File: config.mk
export PLATFORM = sky130hd
export DESIGN_NAME = seq_calc_core
export DESIGN_NICKNAME = d
export VERILOG_FILES = /design/src/rtl/calc_pkg.sv /design/src/rtl/calc_divider.sv /design/src/rtl/seq_calc_core.sv
export SDC_FILE = /design/constraint.sdc
export NUM_CORES = 1
export LEC_CHECK = 0
export CAP_MARGIN = 40
export CORE_UTILIZATION = 25
export CTS_CLUSTER_SIZE = 24
export DETAILED_ROUTE_END_ITERATION = 7
export GPL_TIMING_DRIVEN = 1
export SYNTH_ARGS = -nofsm -noshare
export SYNTH_HDL_FRONTEND = slang
export SYNTH_SLANG_ARGS = --single-unit
export TNS_END_PERCENT = 20
File: constraint.sdc
create_clock -name clk -period 7.6 [get_ports clk]
set_input_delay 1.14 -clock clk [delete_from_list [all_inputs] [get_ports clk]]
set_output_delay 1.14 -clock clk [all_outputs]
set_load 0.03 [all_outputs]
File: src/rtl/calc_pkg.sv
// Shared op codes, FSM state type and BCD sizing for the sequential calculator.
package calc_pkg;

  localparam logic [2:0] OP_ADD = 3'd1;
  localparam logic [2:0] OP_SUB = 3'd2;
  localparam logic [2:0] OP_MUL = 3'd3;
  localparam logic [2:0] OP_DIV = 3'd4;
  localparam logic [2:0] OP_CLR = 3'd5;

  localparam int unsigned BCD_W = 4;

  typedef enum logic [2:0] {
    StIdle,
    StMul,
    StDivInt,
    StDivFrac,
    StFin
  } state_e;

endpackage

File: src/rtl/calc_divider.sv
// Restoring divider: WIDTH integer quotient bits (MSB first), then FRAC_DIGITS
// truncated BCD fraction digits, each found by a 4-step compare against b<<3..b.
module calc_divider
  import calc_pkg::*;
#(
  parameter int unsigned WIDTH       = 16,
  parameter int unsigned FRAC_DIGITS = 2
) (
  input  logic                           clk,
  input  logic                           rst,
  input  logic                           start,
  input  logic [WIDTH-1:0]               a,
  input  logic [WIDTH-1:0]               b,
  output logic                           int_done,
  output logic                           done,
  output logic [WIDTH-1:0]               quotient,
  output logic [BCD_W*FRAC_DIGITS-1:0]   frac
);

  localparam int unsigned Total = WIDTH + BCD_W * FRAC_DIGITS;
  localparam int unsigned CntW  = $clog2(Total + 1);
  localparam int unsigned RemW  = WIDTH + 4;
  localparam int unsigned FracW = BCD_W * FRAC_DIGITS;
  localparam logic [CntW-1:0] WCnt    = CntW'(WIDTH);
  localparam logic [CntW-1:0] IntLast = CntW'(WIDTH - 1);
  localparam logic [CntW-1:0] AllLast = CntW'(Total - 1);

  logic             run_q;
  logic [CntW-1:0]  cnt_q;
  logic [WIDTH-1:0] dvd_q, dsr_q, quot_q;
  logic [RemW-1:0]  rem_q;
  logic [2:0]       dig_q;
  logic [FracW-1:0] frac_q;

  logic             in_frac, ge;
  logic [1:0]       step;
  logic [RemW-1:0]  base10, work, cmp, diff;
  logic [3:0]       new_digit;

  // One restoring step: integer phase shifts in the next dividend bit, fraction
  // phase scales the remainder by 10 on the first step of each digit.
  always_comb begin
    step      = cnt_q[1:0] - WCnt[1:0];
    in_frac   = (cnt_q >= WCnt);
    base10    = (rem_q << 3) + (rem_q << 1);
    if (in_frac) begin
      work = (step == 2'd0) ? base10 : rem_q;
      cmp  = {4'b0000, dsr_q} << (2'd3 - step);
    end else begin
      work = {3'b000, rem_q[WIDTH-1:0], dvd_q[WIDTH-1]};
      cmp  = {4'b0000, dsr_q};
    end
    ge        = (work >= cmp);
    diff      = work - cmp;
    new_digit = {dig_q, ge};
  end

  assign int_done = run_q && (cnt_q == IntLast);
  assign done     = run_q && (cnt_q == AllLast);
  assign quotient = quot_q;
  assign frac     = frac_q;

  // Datapath registers; start reloads everything so stale results never leak.
  always_ff @(posedge clk) begin
    if (rst) begin
      run_q  <= 1'b0;
      cnt_q  <= '0;
      dvd_q  <= '0;
      dsr_q  <= '0;
      quot_q <= '0;
      rem_q  <= '0;
      dig_q  <= '0;
      frac_q <= '0;
    end else if (start) begin
      run_q  <= 1'b1;
      cnt_q  <= '0;
      dvd_q  <= a;
      dsr_q  <= b;
      quot_q <= '0;
      rem_q  <= '0;
      dig_q  <= '0;
      frac_q <= '0;
    end else if (run_q) begin
      cnt_q <= cnt_q + 1'b1;
      if (done) run_q <= 1'b0;
      dvd_q <= {dvd_q[WIDTH-2:0], 1'b0};
      rem_q <= ge ? diff : work;
      if (!in_frac) begin
        quot_q <= {quot_q[WIDTH-2:0], ge};
      end else begin
        dig_q <= new_digit[2:0];
        if (step == 2'd3) frac_q <= FracW'({frac_q, new_digit});
      end
    end
  end

endmodule

File: src/rtl/seq_calc_core.sv
// Clocked calculator core: add/sub/clear in one cycle, shift-add multiply,
// restoring divide with BCD fraction, under a start/busy/done handshake.
module seq_calc_core
  import calc_pkg::*;
#(
  parameter int unsigned WIDTH       = 16,
  parameter int unsigned FRAC_DIGITS = 2
) (
  input  logic                           clk,
  input  logic                           rst,
  input  logic                           start,
  input  logic [2:0]                     op,
  input  logic [WIDTH-1:0]               a,
  input  logic [WIDTH-1:0]               b,
  output logic                           busy,
  output logic                           done,
  output logic [2*WIDTH-1:0]             result,
  output logic [BCD_W*FRAC_DIGITS-1:0]   frac,
  output logic                           neg,
  output logic                           err
);

  localparam int unsigned CntW = $clog2(WIDTH);
  localparam logic [CntW-1:0] MulLast = CntW'(WIDTH - 1);

  state_e state_q, state_d;

  logic [2*WIDTH-1:0] result_q, mcand_q;
  logic [WIDTH-1:0]   mplier_q;
  logic [CntW-1:0]    cnt_q;
  logic               neg_q, err_q, div_sel_q;

  logic                         accept, div_start, div_int_done, div_done;
  logic [WIDTH-1:0]             div_quot;
  logic [BCD_W*FRAC_DIGITS-1:0] div_frac;

  assign accept    = (state_q == StIdle) && start;
  assign div_start = accept && (op == OP_DIV) && (b != '0);

  calc_divider #(
    .WIDTH       (WIDTH),
    .FRAC_DIGITS (FRAC_DIGITS)
  ) u_divider (
    .clk      (clk),
    .rst      (rst),
    .start    (div_start),
    .a        (a),
    .b        (b),
    .int_done (div_int_done),
    .done     (div_done),
    .quotient (div_quot),
    .frac     (div_frac)
  );

  // State register.
  always_ff @(posedge clk) begin
    if (rst) state_q <= StIdle;
    else     state_q <= state_d;
  end

  // Next-state logic; single-cycle ops and divide-by-zero go straight to FIN.
  always_comb begin
    state_d = state_q;
    case (state_q)
      StIdle: begin
        if (start) begin
          if (op == OP_MUL)  state_d = StMul;
          else if (div_start) state_d = StDivInt;
          else               state_d = StFin;
        end
      end
      StMul:     if (cnt_q == MulLast) state_d = StFin;
      StDivInt:  if (div_int_done)     state_d = StDivFrac;
      StDivFrac: if (div_done)         state_d = StFin;
      StFin:     state_d = StIdle;
      default:   state_d = StIdle;
    endcase
  end

  // Result registers and shift-add multiplier; result_q doubles as the accumulator.
  always_ff @(posedge clk) begin
    if (rst) begin
      result_q  <= '0;
      mcand_q   <= '0;
      mplier_q  <= '0;
      cnt_q     <= '0;
      neg_q     <= 1'b0;
      err_q     <= 1'b0;
      div_sel_q <= 1'b0;
    end else if (accept) begin
      result_q  <= '0;
      neg_q     <= 1'b0;
      err_q     <= 1'b0;
      div_sel_q <= div_start;
      cnt_q     <= '0;
      case (op)
        OP_ADD: result_q <= {{(WIDTH-1){1'b0}}, {1'b0, a} + {1'b0, b}};
        OP_SUB: begin
          result_q <= {{WIDTH{1'b0}}, a - b};
          neg_q    <= (a < b);
        end
        OP_MUL: begin
          mcand_q  <= {{WIDTH{1'b0}}, a};
          mplier_q <= b;
        end
        OP_DIV: err_q <= (b == '0);
        OP_CLR: ;
        default: err_q <= 1'b1;
      endcase
    end else if (state_q == StMul) begin
      if (mplier_q[0]) result_q <= result_q + mcand_q;
      mcand_q  <= mcand_q << 1;
      mplier_q <= mplier_q >> 1;
      cnt_q    <= cnt_q + 1'b1;
    end
  end

  assign busy   = (state_q == StMul) || (state_q == StDivInt) || (state_q == StDivFrac);
  assign done   = (state_q == StFin);
  assign result = div_sel_q ? {{WIDTH{1'b0}}, div_quot} : result_q;
  assign frac   = div_sel_q ? div_frac : '0;
  assign neg    = neg_q;
  assign err    = err_q;

endmodule

* Yosys cells after proc, flatten, opt, wreduce, memory -nomap -nowiden *
Index checks and enable logic that the tools add are counted.

cells by class
  reduce and logical (&&, ||, !) cells = 23
  bitwise gates (word level) = 1
  $mul = 0
  add/sub/neg operators = 8
  order comparisons = 3
  shift operators = 1
  divide/modulo/power cells = 0
  eq/ne operators = 18
  multiplexer cells = 30

operators with widths
  kind                 count
  $mux 32              7
  $mux 16              5
  $mux 20              4
  $pmux 17 s2          1
  $add 32x32->32       1
  $add 20x20->20       1
  $ge 20x20->1         1
  $shl 16x2->20        1
  $sub 20x20->20       1
  $mux 3               6
  $add 16x16->17       1
  $logic_not 16->1     1
  $lt 16x16->1         1
  $reduce_bool 16->1   1
  $sub 16x16->16       1
  $eq 3x2->1 const B   4
  $pmux 3 s4           1
  $eq 3x3->1 const B   3
  $mux 8               1
  $ne 2x2->1 const B   4
  $reduce_and 2->1     4
  $eq 3x1->1 const B   2
  $reduce_bool 2->1    3
  $add 5x1->5 const B  1
  19 further kinds     28

storage, ports and cells
  ROM bits = 0
  output and inout port bits = 44
  memories kept = 0
  input bits = 38
  register bits after elaboration = 175
  memory bits (writable) = 0
  latch bits = 0
  logic and storage cells = 100

* Logic depth before layout (Yosys ltp) *
Gate-level depths: netlist (run 1).

  word-level depth = 8
  gate-level depth with buffers = 21
  depth with buffers taken out = 20

* By module *
Synthesis (run 1) repeated with hierarchy kept, for this count alone.

unflattened totals
  cells, all modules = 1673
  area total of the unflattened synthesis = 13259.0 um^2

modules (own cells, without submodules)
  module         cells each  instances  area each (um^2)
  seq_calc_core  920         1          7191.9
  calc_divider   753         1          6067.1

* Worst setup path before layout (run 1) *
No wires, ideal clock.

  path type = reg2reg
  from = register u_divider.cnt_q[0]
  to = register u_divider.rem_q[7]
  period minus slack after synthesis = 5.397 ns
  path buffers = 4
  setup slack = 2.203 ns
  stages on the path, launching flop included = 19
  library setup time = 0.122 ns
  data arrival time = 5.275 ns
  cells stage by stage = dfxtp_1 > clkbuf_1 > buf_1 > inv_1 > ha_1 > clkbuf_1 > clkbuf_1 > nor2_1 > mux2_2 > fa_1 > a21o_1 > a21o_1 > a221o_2 > a211o_2 > a221o_2 > o2111ai_4 > and3_4 > nor4_1 > a311o_1

on the way
  cells in the longest elaborated chain, start to end = 5
  elaborated cells on any way between the ends = 10
  those cells by class = add/sub (2); order compare (2); shift (1); mux (4); reduce/logical (1)

RTL lines
  item                                                   RTL line                                source
  start, declared                                        calc_divider.sv:29                      logic [CntW-1:0] cnt_q;
  start signal, assigned                                 calc_divider.sv:84                      cnt_q <= cnt_q + 1'b1;
  $sub 2x2->2 / $logic_not 2->1 (equally long branches)  calc_divider.sv:48, calc_divider.sv:47
  $shl 16x2->20 / $mux 20 (equally long branches)        calc_divider.sv:48, calc_divider.sv:47
  $mux 20                                                calc_divider.sv:46                      if (in_frac) begin
  $sub 20x20->20 / $ge 20x20->1 (equally long branches)  calc_divider.sv:54, calc_divider.sv:53
  $mux 20 *                                              calc_divider.sv:87                      rem_q <= ge ? diff : work;
  end signal, assigned                                   calc_divider.sv:87
  end, declared                                          calc_divider.sv:31                      logic [RemW-1:0] rem_q;

Mark *: on every way between the ends. The rest lies on a longest branch, timed or not.
A chain may end at the register's enable or synchronous reset.

* Worst setup path after layout (run 1) *
  from = register u_divider.cnt_q[1]
  to = register u_divider.rem_q[9]

Same word-level chain as after synthesis.

==> results of run 1 <==
[final timing paths]
kind | start | to | slack [ns]
worst max-delay path | u_divider.cnt_q[1] | u_divider.rem_q[9] | 2.18
worst min-delay path | u_divider.frac[5] | u_divider.frac[5] | 0.45
worst max register to register | u_divider.cnt_q[1] | u_divider.rem_q[9] | 2.18
worst min register to register | u_divider.frac[5] | u_divider.frac[5] | 0.45
[worst min-delay path, stage by stage, from the launching register on]
cell and delay [ns]:
sky130_fd_sc_hd__dfxtp_1 0.31, sky130_fd_sc_hd__nand2_1 0.05, sky130_fd_sc_hd__a21oi_1 0.05
[cell usage in the layout (no fill, tap or decap), types with 12 or more instances in the layout]
cell	count
sky130_fd_sc_hd__a21o_1	38
sky130_fd_sc_hd__a311oi_1	33
sky130_fd_sc_hd__xor2_1	21
sky130_fd_sc_hd__nand2_1	249
sky130_fd_sc_hd__xnor2_1	28
sky130_fd_sc_hd__nor4_1	13
sky130_fd_sc_hd__nand4_1	21
sky130_fd_sc_hd__nor2b_1	32
sky130_fd_sc_hd__a22oi_1	21
sky130_fd_sc_hd__and3_1	13
sky130_fd_sc_hd__o21a_1	17
sky130_fd_sc_hd__ha_1	102
sky130_fd_sc_hd__mux2_2	20
sky130_fd_sc_hd__nor3_1	38
sky130_fd_sc_hd__dfxtp_1	173
sky130_fd_sc_hd__o21ai_0	78
sky130_fd_sc_hd__and2_1	14
sky130_fd_sc_hd__a31oi_1	21
sky130_fd_sc_hd__clkdlybuf4s50_1	80
sky130_fd_sc_hd__mux2i_1	46
sky130_fd_sc_hd__inv_1	58
sky130_fd_sc_hd__nand2b_1	22
sky130_fd_sc_hd__or3_1	12
sky130_fd_sc_hd__a211oi_1	30
sky130_fd_sc_hd__nand3_1	30
sky130_fd_sc_hd__nor2_1	145
sky130_fd_sc_hd__a21oi_1	148
sky130_fd_sc_hd__clkbuf_16	17
sky130_fd_sc_hd__buf_4	20
[cell usage after synthesis (22+ instances only)]
master / n / share of area, %
sky130_fd_sc_hd__a21oi_1: 148 / 5.7
sky130_fd_sc_hd__nor2b_1: 32 / 1.5
sky130_fd_sc_hd__nand2_1: 249 / 7.2
sky130_fd_sc_hd__dfxtp_1: 175 / 27
sky130_fd_sc_hd__nor2_1: 146 / 4.2
sky130_fd_sc_hd__nand2b_1: 22 / 1.1
sky130_fd_sc_hd__ha_1: 102 / 9.8
sky130_fd_sc_hd__nand3_1: 31 / 1.2
sky130_fd_sc_hd__a311oi_1: 33 / 2.2
sky130_fd_sc_hd__clkbuf_1: 89 / 2.6
sky130_fd_sc_hd__a211oi_1: 30 / 1.7
sky130_fd_sc_hd__nor3_1: 39 / 1.5
sky130_fd_sc_hd__o21ai_0: 78 / 3.0
sky130_fd_sc_hd__mux2i_1: 46 / 3.5
sky130_fd_sc_hd__inv_1: 58 / 1.7
sky130_fd_sc_hd__a31oi_1: 22 / 1.1
sky130_fd_sc_hd__a21o_1: 38 / 2.2
sky130_fd_sc_hd__xnor2_1: 28 / 1.9
[per-stage QoR]
step	std cells	hold slack, ns	util [%]
after CTS	2401	0.454	29.4
after detailed placement	2371	0.444	28.2
after global routing	2401	0.478	29.4
final	2401	0.452	29.4
after global placement	2365	0.439	28.1
after floorplan	1691	0.432	-
[sequential cells by signal (all words and copies together) (netlist names), 8 cells and up]
signal              cells
u_divider.dsr_q        16
u_divider.rem_q        20
u_divider.dvd_q        16
mplier_q               16
u_divider.quotient     16
mcand_q                32
result_q               32
u_divider.frac          8
[power by group through the flow]
| stage | sequential [mW] | clock [mW] | combinational [mW] |
|---|---|---|---|
| after global routing | 1.03 | 0.958 | 0.921 |
| after CTS | 1.02 | 0.918 | 0.834 |
| after floorplan | 1.02 | 0 | 0.616 |
| final | 1.02 | 0.899 | 0.838 |
| after detailed placement | 1.04 | 0 | 0.830 |
| after global placement | 1.04 | 0 | 0.815 |
[layer usage]
metal | share of wire, % | vias to the layer above | global-route usage, %
met5 | 0.056 | - | 0
met4 | 2.7 | 4 | 5.30
met3 | 5.4 | 70 | 2.48
met2 | 44 | 345 | 23.2
met1 | 47 | 5894 | 20.3
li1 | - | 6196 | -
[area by class of cell]
cell class / count / area (sq um)
Multi-Input combinational cell: 1354 / 8920
Timing Repair Buffer: 104 / 1020
Sequential cell: 175 / 3510
Clock inverter: 12 / 136
Inverter: 58 / 218
Tap cell: 680 / 851
Fill cell: 5476 / 36300
Clock buffer: 18 / 439
[cell families after synthesis]
kind of cell | Yosys count | share of synthesized area [%]
buffers and inverters | 162 | 4.77
AO/OA/AOI/OAI | 501 | 25.8
adder cells (fa/ha/maj) | 107 | 10.6
multiplexers | 73 | 6.48
flip-flops | 175 | 26.9
XOR/XNOR | 49 | 3.30
AND/OR/NAND/NOR | 624 | 22.1
==> report_table.html, run 1 <==
<table>
<tr><th>Metric</th><th>Value</th></tr>
<tr><th colspan="2">Worst setup path</th></tr>
<tr><td>Category of cells accounting for the largest share of critical-path delay</td><td>compound AO/OA/AOI/OAI gates</td></tr>
<tr><td>CP endpoint kind</td><td>flip-flop</td></tr>
<tr><td>Slowest-stage cell, CP</td><td>sky130_fd_sc_hd__dfxtp_1</td></tr>
<tr><td>Total number of cells along the worst setup path</td><td>16</td></tr>
<tr><td>Critical-path cell list</td><td>inv_1 &gt; ha_1 &gt; buf_4 &gt; nor2_1 &gt; mux2_2 &gt; fa_1 &gt; a21o_1 &gt; a21o_1 &gt; a221o_2 &gt; a211o_2 &gt; a221o_2 &gt; o2111ai_4 &gt; nand3_1 &gt; buf_4 &gt; mux2i_1 &gt; a21oi_1</td></tr>
<tr><td>Data arrival, critical path</td><td>5.73 ns</td></tr>
<tr><td>Maximum net fanout on the critical path</td><td>25</td></tr>
<tr><td>Start-to-end type of the worst setup path</td><td>flip-flop to flip-flop</td></tr>
<tr><td>Required time at the worst-slack endpoint</td><td>a little under 8 ns</td></tr>
<tr><td>Category of the worst setup path launch point</td><td>flip-flop</td></tr>
<tr><td>Worst path buffer plus inverter count</td><td>3</td></tr>
<tr><td>Slowest stage delay, CP</td><td>a little over 0.8 ns</td></tr>
<tr><td>Register-to-Register Path Depth</td><td>16</td></tr>
<tr><th colspan="2">CTS</th></tr>
<tr><td>CTS resizes</td><td>0</td></tr>
<tr><td>Sinks on Clock Net</td><td>roughly 180</td></tr>
<tr><td>Clock transition at path regs</td><td>0.07 ns</td></tr>
<tr><td>Buffer count from post-CTS setup fixing</td><td>0</td></tr>
<tr><td>CTS tree</td><td>built</td></tr>
<tr><td>Hold-fix buffer count after cts</td><td>0</td></tr>
<tr><td>Deepest level of the CTS H-tree</td><td>4</td></tr>
<tr><td>Clock Tree Root</td><td>sky130_fd_sc_hd__clkbuf_16</td></tr>
<tr><td>Number of buffers created by CTS</td><td>17</td></tr>
<tr><td>Clock Latency Late Sink</td><td>0.45 ns</td></tr>
<tr><td>Max Root-Sink Buffers</td><td>2</td></tr>
<tr><th colspan="2">Yosys</th></tr>
<tr><td>Number of cells produced by synthesis</td><td>1691</td></tr>
<tr><td>Count of cell types in the netlist</td><td>78</td></tr>
<tr><td>Mean instance size in the synthesized netlist</td><td>7.70 sq um</td></tr>
<tr><td>Synthesis Warnings</td><td>0</td></tr>
<tr><td>Async set or reset register ratio after synthesis</td><td>0%</td></tr>
<tr><td>Register area share after synthesis</td><td>26.9%</td></tr>
<tr><td>Count of flip-flops with a built-in enable after synthesis</td><td>0</td></tr>
<tr><td>Number of synthesized register bits</td><td>175</td></tr>
<tr><td>Syn_nets</td><td>1836</td></tr>
<tr><td>Netlist area before placement</td><td>between 10000 and 15000 sq um</td></tr>
<tr><td>Most used flip-flop cell after synthesis</td><td>sky130_fd_sc_hd__dfxtp_1</td></tr>
<tr><th colspan="2">STA</th></tr>
<tr><td>Setup repair after global routing missed its margin</td><td>no</td></tr>
<tr><td>Final Max Tran Viols</td><td>0</td></tr>
<tr><td>Layout Skew</td><td>roughly 0.0082 ns</td></tr>
<tr><td>Achievable clock frequency</td><td>184 MHz</td></tr>
<tr><td>Minimum clock period after layout</td><td>~5.4 ns</td></tr>
<tr><td>Final worst-path cycle share</td><td>71.4%</td></tr>
<tr><td>Worst setup margin</td><td>around 2.2 ns</td></tr>
<tr><td>Transition time of the tightest slew-check pin</td><td>0.899 ns</td></tr>
<tr><td>Setup TNS after final layout</td><td>0 ns</td></tr>
<tr><td>Remaining max-slew budget at the tightest pin</td><td>between 30% and 40%</td></tr>
<tr><td>Number of setup violations in the final report</td><td>0</td></tr>
<tr><td>Final hold violation count</td><td>0</td></tr>
<tr><th colspan="2">Global route</th></tr>
<tr><td>Pin count of the biggest net entering global routing</td><td>about 70</td></tr>
<tr><td>Vias in the first global route</td><td>approximately 12k</td></tr>
<tr><td>Global-route wire length before repair</td><td>around 63000 microns</td></tr>
<tr><td>Antenna violations before repair</td><td>2</td></tr>
<tr><td>Total routing resource utilization after global routing</td><td>14.8%</td></tr>
<tr><td>Total congestion overflow</td><td>0</td></tr>
<tr><th colspan="2">Placed design</th></tr>
<tr><td>Placement-stage cell area</td><td>about 15000 sq um</td></tr>
<tr><td>Placed wire-length estimate</td><td>29500 microns</td></tr>
<tr><td>Routability congestion estimate from global placement</td><td>0.910</td></tr>
<tr><td>Count of port buffers added during placement</td><td>roughly 80</td></tr>
<tr><td>Worst Setup Slack post-DPL</td><td>~2.2 ns</td></tr>
<tr><th colspan="2">Detailed routing</th></tr>
<tr><td>Detailed-routing iteration count for the pre-antenna-repair pass</td><td>5</td></tr>
<tr><td>Drc violations</td><td>0</td></tr>
<tr><td>Starting DRT DRC Count</td><td>approximately 870</td></tr>
<tr><td>Total number of vias</td><td>~13k</td></tr>
<tr><td>Routed Antenna Nets</td><td>0</td></tr>
<tr><td>Final WL</td><td>just under 40000 microns</td></tr>
<tr><td>Average via count per standard cell</td><td>5.21</td></tr>
<tr><td>Average wire per standard cell</td><td>roughly 16 microns</td></tr>
<tr><th colspan="2">Outcome</th></tr>
<tr><td>Outcome</td><td>finished clean</td></tr>
<tr><th colspan="2">Power and ir drop</th></tr>
<tr><td>Comb pwr share</td><td>a little under a third</td></tr>
<tr><td>Worst ir drop on vdd</td><td>~170 uV</td></tr>
<tr><td>Internal power component</td><td>1.79 mW</td></tr>
<tr><td>Switching power as a share of total power</td><td>35.0%</td></tr>
<tr><td>Seq pwr share</td><td>between 30% and 40%</td></tr>
<tr><td>Proportion of power drawn by the clock network</td><td>~33%</td></tr>
<tr><td>P per Cell Area</td><td>about 180 nW/um^2</td></tr>
<tr><td>Leakage</td><td>around 5.7 nW</td></tr>
<tr><td>Net switching component of the power</td><td>roughly 0.97 mW</td></tr>
<tr><td>Post-route total power</td><td>between 2 and 3 mW</td></tr>
<tr><th colspan="2">Final layout</th></tr>
<tr><td>Layout cell share with drive strength beyond 1</td><td>under 10%</td></tr>
<tr><td>Finished layout cell area</td><td>roughly 15000 sq um</td></tr>
<tr><td># diodes</td><td>0</td></tr>
<tr><td>Layout net count</td><td>approximately 1.9k</td></tr>
<tr><td>Area overhead of the layout relative to synthesis</td><td>15.9%</td></tr>
<tr><th colspan="2">Min path</th></tr>
<tr><td>Hold Path Stages</td><td>2</td></tr>
<tr><td>Type of the worst min-delay path</td><td>flip-flop to flip-flop</td></tr>
<tr><th colspan="2">Floorplan</th></tr>
<tr><td>Die X</td><td>around 230 microns</td></tr>
<tr><td>Overall die height</td><td>230 microns</td></tr>
<tr><td>Initial core utilization</td><td>around a quarter</td></tr>
<tr><td>Number of rows created at floorplan</td><td>83</td></tr>
<tr><td>Die area</td><td>between 50000 and 60000 sq um</td></tr>
<tr><td>Number of ports placed on the die boundary</td><td>a little over 80</td></tr>
<tr><td>Core Region</td><td>51400 sq um</td></tr>
<tr><th colspan="2">Run</th></tr>
<tr><td># Max-Cap Violations</td><td>0</td></tr>
</table>
Note: power is estimated with default switching activity, not from simulation.
==> run 2: changes to the inputs <==
Clock period 7.6 ns to 4.6 ns, I/O delays scaled along.
==> report_table.html, run 2 (synthesized netlist as in run 1, its figures left out) <==
<table>
<tr><th>Metric</th><th>Value</th></tr>
<tr><th colspan="2">Outcome</th></tr>
<tr><td>Outcome</td><td>finished clean</td></tr>
<tr><th colspan="2">STA</th></tr>
<tr><td>Achievable clock frequency</td><td>225 MHz (+22%)</td></tr>
<tr><td>Layout Skew</td><td>0.00972 ns (+0.00152 ns)</td></tr>
<tr><td>Final hold violation count</td><td>0 (unchanged)</td></tr>
<tr><td>Minimum clock period after layout</td><td>4.44 ns (-0.984 ns)</td></tr>
<tr><td>Transition time of the tightest slew-check pin</td><td>0.789 ns (-0.111 ns)</td></tr>
<tr><td>Setup TNS after final layout</td><td>0 ns (unchanged)</td></tr>
<tr><td>Worst setup margin</td><td>0.160 ns (-2.02 ns)</td></tr>
<tr><td>Remaining max-slew budget at the tightest pin</td><td>46.1% (+6.2 points)</td></tr>
<tr><td>Number of setup violations in the final report</td><td>0 (unchanged)</td></tr>
<tr><td>Final worst-path cycle share</td><td>96.5% (+25 points)</td></tr>
<tr><td>Final Max Tran Viols</td><td>0 (unchanged)</td></tr>
<tr><th colspan="2">Detailed routing</th></tr>
<tr><td>Routed Antenna Nets</td><td>0 (unchanged)</td></tr>
<tr><td>Total number of vias</td><td>12.6k (+1.1%)</td></tr>
<tr><td>Starting DRT DRC Count</td><td>947 (+9.1%)</td></tr>
<tr><td>Detailed-routing iteration count for the pre-antenna-repair pass</td><td>5 (unchanged)</td></tr>
<tr><td>Average wire per standard cell</td><td>16.8 microns (+1.8%)</td></tr>
<tr><td>Average via count per standard cell</td><td>5.21 (about the same)</td></tr>
<tr><td>Drc violations</td><td>0 (unchanged)</td></tr>
<tr><td>Final WL</td><td>40600 microns (+2.9%)</td></tr>
<tr><th colspan="2">Final layout</th></tr>
<tr><td>Layout cell share with drive strength beyond 1</td><td>8.54% (+1.9 points)</td></tr>
<tr><td>Area taken by flip-flops and latches</td><td>3510 sq um (+0.11%)</td></tr>
<tr><td>Commonest non-fill, non-tap cell in the layout</td><td>sky130_fd_sc_hd__nand2_1</td></tr>
<tr><td>Area overhead of the layout relative to synthesis</td><td>18.1%</td></tr>
<tr><td>Top Registers</td><td>mcand_q (32), result_q (32), u_divider.rem_q (20)</td></tr>
<tr><td>Area used by multi-input combinational logic</td><td>8960 sq um (+0.42%)</td></tr>
<tr><td>Most frequent cells in the layout</td><td>sky130_fd_sc_hd__nand2_1 (249), sky130_fd_sc_hd__dfxtp_1 (170), sky130_fd_sc_hd__a21oi_1 (146), sky130_fd_sc_hd__nor2_1 (145), sky130_fd_sc_hd__ha_1 (101)</td></tr>
<tr><td>Layout net count</td><td>1877 (+1.2%)</td></tr>
<tr><td>Number of fillers in the final layout</td><td>5470 (-0.11%)</td></tr>
<tr><td># diodes</td><td>0 (unchanged)</td></tr>
<tr><th colspan="2">Placed design</th></tr>
<tr><td>Routability congestion estimate from global placement</td><td>0.888 (-2.5%)</td></tr>
<tr><td>Placed wire-length estimate</td><td>30300 microns (+2.8%)</td></tr>
<tr><td>Count of port buffers added during placement</td><td>81 (unchanged)</td></tr>
<tr><td>Worst Setup Slack post-DPL</td><td>-0.0340 ns (-2.21 ns)</td></tr>
<tr><th colspan="2">CTS</th></tr>
<tr><td>CTS tree</td><td>built</td></tr>
<tr><td>Deepest level of the CTS H-tree</td><td>4 (unchanged)</td></tr>
<tr><td>Sinks on Clock Net</td><td>175 (unchanged)</td></tr>
<tr><td>Max Root-Sink Buffers</td><td>2 (unchanged)</td></tr>
<tr><td>Clock Latency Late Sink</td><td>0.46 ns (about the same)</td></tr>
<tr><td>Clock Tree Root</td><td>sky130_fd_sc_hd__clkbuf_16</td></tr>
<tr><td>Number of buffers created by CTS</td><td>17 (unchanged)</td></tr>
<tr><td>Clock transition at path regs</td><td>0.07 ns (about the same)</td></tr>
<tr><th colspan="2">Power and ir drop</th></tr>
<tr><td>Leakage</td><td>5.85 nW (+2.6%)</td></tr>
<tr><td>Switching power as a share of total power</td><td>34.7% (-0.38 points)</td></tr>
<tr><td>Worst ir drop on vdd</td><td>236 uV (+38%)</td></tr>
<tr><td>P per Cell Area</td><td>311 nW/um^2 (+70%)</td></tr>
<tr><td>Proportion of power drawn by the clock network</td><td>34.3% (+1.7 points)</td></tr>
<tr><td>Internal power component</td><td>3.13 mW (+75%)</td></tr>
<tr><td>Net switching component of the power</td><td>1.66 mW (+72%)</td></tr>
<tr><td>Seq pwr share</td><td>35.4% (-1.7 points)</td></tr>
<tr><td>Comb pwr share</td><td>30.3% (about the same)</td></tr>
<tr><th colspan="2">Global route</th></tr>
<tr><td>Total routing resource utilization after global routing</td><td>15.3% (+0.52 points)</td></tr>
<tr><td>Total congestion overflow</td><td>0 (unchanged)</td></tr>
<tr><td>Global-route wire length before repair</td><td>65100 microns (+2.8%)</td></tr>
<tr><td>Pin count of the biggest net entering global routing</td><td>64 (-7.2%)</td></tr>
<tr><td>Antenna violations before repair</td><td>0 (-2)</td></tr>
<tr><td>Vias in the first global route</td><td>11.9k (+0.73%)</td></tr>
<tr><th colspan="2">Worst setup path</th></tr>
<tr><td>Category of the worst setup path launch point</td><td>flip-flop</td></tr>
<tr><td>Flop-to-flop setup slack</td><td>0.16 ns (-2.02 ns)</td></tr>
<tr><td>Reg-to-Reg End</td><td>u_divider.rem_q[7]</td></tr>
<tr><td>CP endpoint kind</td><td>flip-flop</td></tr>
<tr><td>Maximum net fanout on the critical path</td><td>4 (-84%)</td></tr>
<tr><td>Register-to-Register Path Depth</td><td>19 (+3)</td></tr>
<tr><td>Launch instance of the worst register-to-register path</td><td>u_divider.rem_q[0]</td></tr>
<tr><td>Required time at the worst-slack endpoint</td><td>4.95 ns (-2.96 ns)</td></tr>
<tr><td>Data arrival, critical path</td><td>4.79 ns (-0.94 ns)</td></tr>
<tr><td>Start-to-end type of the worst setup path</td><td>flip-flop to flip-flop</td></tr>
<tr><th colspan="2">Run</th></tr>
<tr><td># Max-Cap Violations</td><td>0 (unchanged)</td></tr>
<tr><th colspan="2">Floorplan</th></tr>
<tr><td>Number of ports placed on the die boundary</td><td>82 (unchanged)</td></tr>
<tr><td>Initial core utilization</td><td>25.3% (unchanged)</td></tr>
<tr><td>Number of rows created at floorplan</td><td>83 (unchanged)</td></tr>
<tr><td>Core Region</td><td>51400 sq um (unchanged)</td></tr>
<tr><td>Overall die height</td><td>230 microns (unchanged)</td></tr>
<tr><td>Die X</td><td>230 microns (unchanged)</td></tr>
<tr><td>Die area</td><td>53000 sq um (unchanged)</td></tr>
<tr><th colspan="2">Min path</th></tr>
<tr><td>Worst Hold Endpoint</td><td>u_divider.frac[6]</td></tr>
<tr><td>Worst Min Path Start</td><td>u_divider.frac[6]</td></tr>
<tr><td>Hold Path Stages</td><td>2 (unchanged)</td></tr>
<tr><td>Type of the worst min-delay path</td><td>flip-flop to flip-flop</td></tr>
</table>
run 2: cell count changes in the layout (fill, tap and decap cells not counted), sizes merged:
cell      delta
clkbuf       -1
clkinvlp     -1
inv          +3
bufinv       +2
clkinv       -1
buf         +22
run 2: worst max-delay path by stage:
stage | to | startpoint | slack, ns | depth (start not counted)
after global routing | u_divider.rem_q[14] | u_divider.rem_q[2] | -0.01 | 20
after CTS | u_divider.rem_q[14] | u_divider.rem_q[0] | 0.01 | 20
after floorplan | u_divider.rem_q[7] | u_divider.cnt_q[0] | 0.01 | 18
after global placement | u_divider.rem_q[0] | u_divider.rem_q[0] | 0.06 | 20
final | u_divider.rem_q[7] | u_divider.rem_q[0] | 0.16 | 19
after detailed placement | u_divider.rem_q[0] | u_divider.rem_q[0] | -0.03 | 20
run 2: per-stage QoR:
stage / hold WS (ns) / cell area (sq um) / total power [mW] / instances / utilization, %
final: 0.451 / 15400 / 4.79 / 2425 / 29.9
after global routing: 0.472 / 15400 / 5.04 / 2425 / 29.9
after CTS: 0.453 / 15300 / 4.78 / 2423 / 29.8
after detailed placement: 0.444 / 14700 / 3.14 / 2391 / 28.5
after global placement: 0.440 / 14600 / 3.12 / 2388 / 28.5
after floorplan: 0.432 / 13100 / 2.70 / 1691 / -
run 2: final cells by class:
type	count	share of cell area, %
tap	680	5.53
clock buffer	17	2.77
sequential	175	22.8
multi-input combinational	1354	58.2
inverter	58	1.42
clock inverter	15	1.47
timing repair buffer	126	7.76
run 2: worst max-delay path: stages, from the launching register on:
cell,delay (ns)
sky130_fd_sc_hd__dfxtp_2,0.35
sky130_fd_sc_hd__ha_1,0.16
sky130_fd_sc_hd__inv_1,0.06
sky130_fd_sc_hd__fa_1,0.39
sky130_fd_sc_hd__nor2b_2,0.15
sky130_fd_sc_hd__o21a_1,0.21
sky130_fd_sc_hd__o21ai_4,0.09
sky130_fd_sc_hd__nand2b_1,0.09
sky130_fd_sc_hd__a21oi_1,0.08
sky130_fd_sc_hd__xor2_1,0.15
sky130_fd_sc_hd__o31ai_2,0.30
sky130_fd_sc_hd__ha_1,0.33
sky130_fd_sc_hd__and3_4,0.20
sky130_fd_sc_hd__and2_1,0.17
sky130_fd_sc_hd__a211o_2,0.33
sky130_fd_sc_hd__a221o_2,0.41
sky130_fd_sc_hd__o2111ai_4,0.22
sky130_fd_sc_hd__and3_4,0.24
sky130_fd_sc_hd__nor4_1,0.06
sky130_fd_sc_hd__a311o_1,0.34
run 2: repair_timing:
item | 4_1_cts | 5_1_grt
endpoints found under the setup margin | 18 | 23
setup buffers | 0 | 2
hold endpoints to repair | 0 | 0
gates resized for setup | 1 | 15
pin swaps | 0 | 7
hold buffers | 0 | 0
gates cloned | 0 | 0
run 2: power groups by stage:
stage	Combinational [mW]	Sequential (mW)	Clock (mW)
2_1_floorplan	1.02	1.68	0
3_3_place_gp	1.39	1.73	0
3_5_place_dp	1.41	1.73	0
4_1_cts	1.42	1.69	1.67
5_1_grt	1.60	1.71	1.74
6_report	1.45	1.69	1.64
run 2: routing by layer:
metal / track usage, % / part of all wire [%] / vias up
met3: 2.39 / 4.4 / 56
met4: 5.44 / 2.4 / 0
met1: 20.6 / 47 / 6002
met2: 24.7 / 47 / 329
li1: - / - / 6254
met5: 0 / 0 / -
==> run 3: changes to the inputs <==
Settings changed: HOLD_SLACK_MARGIN set to 0.1.
==> results of run 3 <==
Same layout as run 2: the final DEF is identical, and so are final timing and power.
